File: config.mk
export PLATFORM = sky130hd
export DESIGN_NAME = sensor_rx_buf
export DESIGN_NICKNAME = d
export VERILOG_FILES = /design/src/rtl/sensor_rx_buf.sv
export SDC_FILE = /design/constraint.sdc
export NUM_CORES = 2
export LEC_CHECK = 0
export ABC_AREA = 1
export ABC_CLOCK_PERIOD_IN_PS = 139900
export CELL_PAD_IN_SITES_DETAIL_PLACEMENT = 1
export CELL_PAD_IN_SITES_GLOBAL_PLACEMENT = 1
export CORE_ASPECT_RATIO = 1.4
export CORE_MARGIN = 2
export CORE_UTILIZATION = 50
export CTS_BUF_LIST = sky130_fd_sc_hd__clkbuf_8
export DETAILED_ROUTE_END_ITERATION = 7
export PLACE_DENSITY_LB_ADDON = 0.1
export SYNTH_ARGS = -nofsm -noshare
export SYNTH_HDL_FRONTEND = slang
export SYNTH_SLANG_ARGS = --single-unit
File: constraint.sdc
create_clock -name clk -period 139.9 [get_ports clk]
set_input_delay 27.98 -clock clk [delete_from_list [all_inputs] [get_ports clk]]
set_output_delay 27.98 -clock clk [all_outputs]
set_load 0.05 [all_outputs]
File: src/rtl/sensor_rx_buf.sv
// Sensor burst receiver with a DEPTH-word register-file capture buffer and CPU read-back.
// Optional: SENSOR_RX_AUTORESTART_EN makes a read of the last word in FULL act as a clear.
module sensor_rx_buf #(
  parameter int DW    = 32,
  parameter int DEPTH = 64,
  parameter int AW    = 6
) (
  input  logic          clk,
  input  logic          rst,
  input  logic          sctrl_en,
  input  logic          sctrl_clear,
  input  logic [AW-1:0] sctrl_addr,
  output logic [DW-1:0] sctrl_rdata,
  output logic          sctrl_interrupt,
  output logic [AW:0]   sctrl_count,
  output logic          sensor_en,
  input  logic          sensor_ready,
  input  logic [DW-1:0] sensor_out_0,
  input  logic [DW-1:0] sensor_out_1,
  input  logic [DW-1:0] sensor_out_2,
  input  logic [DW-1:0] sensor_out_3,
  input  logic [DW-1:0] sensor_out_4,
  input  logic [DW-1:0] sensor_out_5,
  input  logic [DW-1:0] sensor_out_6,
  input  logic [DW-1:0] sensor_out_7
);

  typedef enum logic [1:0] {
    S_IDLE,
    S_ACQ,
    S_FULL
  } state_t;

  state_t        r_state;
  logic [AW:0]   r_wptr;
  logic          r_sensor_en;
  logic          r_irq;
  logic [DW-1:0] r_rdata;
  logic [DW-1:0] r_buf [DEPTH];

  logic [DW-1:0] w_lane [8];
  logic          w_wr;
  logic [AW:0]   w_wptr_nxt;
  logic          w_full_nxt;
  logic          w_restart;

  assign w_lane[0] = sensor_out_0;
  assign w_lane[1] = sensor_out_1;
  assign w_lane[2] = sensor_out_2;
  assign w_lane[3] = sensor_out_3;
  assign w_lane[4] = sensor_out_4;
  assign w_lane[5] = sensor_out_5;
  assign w_lane[6] = sensor_out_6;
  assign w_lane[7] = sensor_out_7;

  always_comb begin
    w_wr       = (r_state == S_ACQ) && sensor_ready && !sctrl_clear;
    w_wptr_nxt = r_wptr + (AW+1)'(8);
    w_full_nxt = (w_wptr_nxt == (AW+1)'(DEPTH));
`ifdef SENSOR_RX_AUTORESTART_EN
    w_restart  = (r_state == S_FULL) && (sctrl_addr == AW'(DEPTH-1));
`else
    w_restart  = 1'b0;
`endif
  end

  // Clear dominates every state, including a coincident capture strobe.
  always_ff @(posedge clk or posedge rst) begin
    if (rst) begin
      r_state     <= S_IDLE;
      r_wptr      <= '0;
      r_sensor_en <= 1'b0;
      r_irq       <= 1'b0;
    end else if (sctrl_clear) begin
      r_state     <= S_IDLE;
      r_wptr      <= '0;
      r_sensor_en <= 1'b0;
      r_irq       <= 1'b0;
    end else begin
      case (r_state)
        S_IDLE: begin
          if (sctrl_en) begin
            r_state     <= S_ACQ;
            r_sensor_en <= 1'b1;
          end
        end
        S_ACQ: begin
          if (sensor_ready) begin
            r_wptr <= w_wptr_nxt;
            if (w_full_nxt) begin
              r_state     <= S_FULL;
              r_sensor_en <= 1'b0;
              r_irq       <= 1'b1;
            end else if (!sctrl_en) begin
              r_state     <= S_IDLE;
              r_sensor_en <= 1'b0;
            end
          end else if (!sctrl_en) begin
            r_state     <= S_IDLE;
            r_sensor_en <= 1'b0;
          end
        end
        S_FULL: begin
          if (w_restart) begin
            r_wptr <= '0;
            r_irq  <= 1'b0;
            if (sctrl_en) begin
              r_state     <= S_ACQ;
              r_sensor_en <= 1'b1;
            end else begin
              r_state     <= S_IDLE;
            end
          end
        end
        default: begin
          r_state     <= S_IDLE;
          r_sensor_en <= 1'b0;
        end
      endcase
    end
  end

  // wptr is always 8-aligned, so a burst fills the row whose upper index bits match it.
  always_ff @(posedge clk or posedge rst) begin
    if (rst) begin
      for (int unsigned i = 0; i < DEPTH; i++) r_buf[i] <= '0;
      r_rdata <= '0;
    end else begin
      if (w_wr) begin
        for (int unsigned i = 0; i < DEPTH; i++) begin
          if (i[AW-1:3] == r_wptr[AW-1:3]) r_buf[i] <= w_lane[i[2:0]];
        end
      end
      r_rdata <= r_buf[sctrl_addr];
    end
  end

  assign sctrl_rdata     = r_rdata;
  assign sctrl_interrupt = r_irq;
  assign sctrl_count     = r_wptr;
  assign sensor_en       = r_sensor_en;

endmodule

==> results.md <==
* Yosys top cell by area: dfrtp_1
* Core Util, Final at 55.3%
* Final hold vios at 0
* FFs w/ async S/R, synth at 100%
* Cell mode on critical path: buf_4
* Gp weighted congestion at 0.873
* Core outline area at 193000 µm²
* CP bufs+invs at 8
* CP Launch Point: rst
* Htree depth at 5
* Detailed Routing Iterations Pass 1 at 6
* Sink Count at 2088
* Initial DRC count at 7506
* RSZ-0062 raised after global routing: false
* Synth cell types at 24
* Initial core utilization at 50.2%
* Final ANT Viol Nets at 0
* Post_cts resized at 0
* Area Overhead vs Synth at 10.3%
* Endpoints failing setup at 0
* Most frequent cell after synthesis: nand2_1
* Crit-path max cell delay at 0.89 ns
* Required @ worst endpoint at 140.82 ns
* Maximum VDD drop at 0.00952 mV
* Top cell family by delay on the critical path: buffers and inverters
* Worst slew pin tran at 1.31 ns
* Port bufs at 304
* Setup CP Type: primary input to asynchronous set/reset pin
* Worst hold path type: flip-flop to flip-flop
* Cts hold-fix bufs at 0
* Total die area at 197000 µm²
* Via density at 6.02
* Status: finished clean
* Layout cells sized above 1 at 5.27%
* Normalized max-slew margin at 12.8%
* TritonCTS Buffers at 342
* Total Neg Setup Slack at 0 ns
* GR Util All Layers at 37.7%
* Routed length per placed instance at 26.2 µm
* Routed wire length at 373000 µm
* Chip Height at 525 µm
* Mapped Area at 96800 µm²
* YS warnings at 0
* IO Count at 308
* Initial antenna violation count at 48
* Chip width at 376 µm
* TritonCTS clock tree: done
* Gr ovfl total at 0
* Part of the cycle the worst path needs at 23.8%
* Share of the synthesized area in the top cell type at 54.0%
* Number of flops mapped to enable cells by yosys at 0
* Top cells by area, synth: dfrtp_1, nand2_1, o21a_1, nand3_1, o21ai_0
* Filler Cell Count at 22.9k
* Storage cell area at 52300 µm²
* Largest net degree at the start of global routing at 188
* Worst path cell trace: clkdlybuf4s50_1 -> inv_8 -> buf_4 -> buf_4 -> buf_4 -> buf_4 -> buf_4 -> buf_4
* Vias at 85.6k
* DRC viols at 0
* Hpwl dp at 243000 µm
* Crit start category: primary input
* P_leak at 48.7 nW
* Sequential area share after synthesis at 54.0%
* Setup bufs post-CTS at 0
* Period minus WS final at 33.34 ns
* Synth Instances at 11.6k
* Ys flop type: dfrtp_1
* First-pass GRT wire length at 561000 µm
* FF-to-FF Start: r_state[1]
* Clock Path Buffers at 4
* Post-Syn Area per Cell at 8.36 µm²
* Clock Skew at 0.0393 ns
* Post-synth top cells: nand2_1, dfrtp_1, nand3_1
* Pwr dens at 13.0 nW/µm²
* Max-slew violation count at 0
* Slowest CP cell: buf_4
* Flops & latches, synth at 2088
* Highest clock rate at 0.0300 GHz
* Critical-path maximum fanout at 117
* # Max-Cap Violations at 0
* Rows at 191
* Clock slew at the register clock pins of the worst setup and hold paths at 0.06 ns
* Setup crit end kind: asynchronous set/reset pin
* Arr. time, crit path at 34.25 ns
* R2R depth at 11
* Worst hold path startpoint: r_buf[1633]
* Root buf cell: clkbuf_8
* Area of the multi-input gates at 39500 µm²
* Worst-skew pair later-pin latency at 0.97 ns
* Final net count at 11.7k
* Vias in the first global route at 89.0k
* Hold path cells at 2
* Crit path depth at 8
[flip-flops by register name, indices dropped and copies added (netlist names)]
name	count
sctrl_interrupt	1
sctrl_count	4
sensor_en	1
sctrl_rdata	32
r_buf	2048
r_state	2
[worst reg2reg max path, stage by stage, from the launching register on]
cell,delay (ns)
dfrtp_1,0.38
inv_1,0.11
nand3_2,0.11
nor2_4,0.29
inv_4,0.18
nor2_8,0.41
buf_4,0.65
buf_4,0.81
buf_4,0.87
buf_4,0.91
nand2_1,0.22
o21a_1,0.16
[logic make-up (layout without fill, tap and decap cells)]
family / Yosys count / after routing / share of synthesized area (%)
other: 1 / 20 / 0.00388
AO/OA/AOI/OAI: 2055 / 2055 / 13.9
flip-flops: 2088 / 2088 / 54.0
AND/OR/NAND/NOR: 6248 / 6248 / 26.8
XOR/XNOR: 1 / 1 / 0.00905
adder cells (fa/ha/maj): 6 / 6 / 0.0776
buffers and inverters: 1173 / 1284 / 5.19
[placed cells by master, fill, tap and decap left out, types with 2 or more instances in the layout]
master           Yosys  final
nand2_1           4354   4354
dfrtp_1           2088   2088
nand3_1           1882   1881
o21a_1            1280   1280
o21ai_0            770    770
clkbuf_8             0    425
inv_1              272    379
clkdlybuf4s50_1      0    298
buf_4               26    114
clkinv_2             0     32
diode_2              0     17
clkinvlp_4           0     10
buf_12               0      9
ha_1                 6      6
inv_8                0      5
nor2_8               4      4
nand3_4              0      3
conb_1               1      3
bufinv_16            0      3
nor2_4               2      2
inv_4                1      2
nor2_1               2      2
a21oi_1              2      2
o22ai_1              2      2
buf_8                0      2
[worst paths after layout]
check	end	slack, ns
setup / recovery	r_buf[1944]	106.56
setup reg to reg	r_buf[245]	134.69
max in group clk	r_buf[245]	107.62
min in group asynchronous	r_state[0]	27.59
hold reg to reg	r_buf[1633]	0.48
hold / removal	r_buf[1633]	0.48
[per-layer routing]
layer / up-vias / global-route usage [%] / wire length (µm)
li1: 37700 / - / -
met1: 44400 / 48.1 / 149000
met2: 2742 / 59.4 / 172000
met3: 755 / 6.86 / 24700
met4: 24 / 23.7 / 26500
met5: - / 0 / 150
[through the flow]
step / setup WS [ns] / power [mW] / hold slack, ns / std cells / instance area, µm²
floorplan: 52.94 / 0.793 / 0.453 / 11600 / 96800
global placement: 105.50 / 0.851 / 0.465 / 13600 / 100000
detailed placement: 105.33 / 0.862 / 0.473 / 13600 / 100000
CTS: 106.35 / 1.39 / 0.487 / 14200 / 107000
global route: 105.72 / 1.44 / 0.496 / 14200 / 107000
finish: 106.56 / 1.39 / 0.485 / 14200 / 107000
[area by class of cell]
type,count,share of cell area (%)
clock inverters,157,0.709
diodes,17,0.0399
flip-flops and latches,2088,49.0
well taps,2509,2.94
clock buffers,424,5.47
repair buffers,426,3.82
inverters,277,1.01
multi-input cells,8313,37.0
[report_power, final]
group | internal, mW | switching, mW | total, mW
clock network | 0.277 | 0.255 | 0.532
logic | 0.0512 | 0.120 | 0.171
registers | 0.654 | 0.0288 | 0.682
Power figures use the tool's default switching activity.
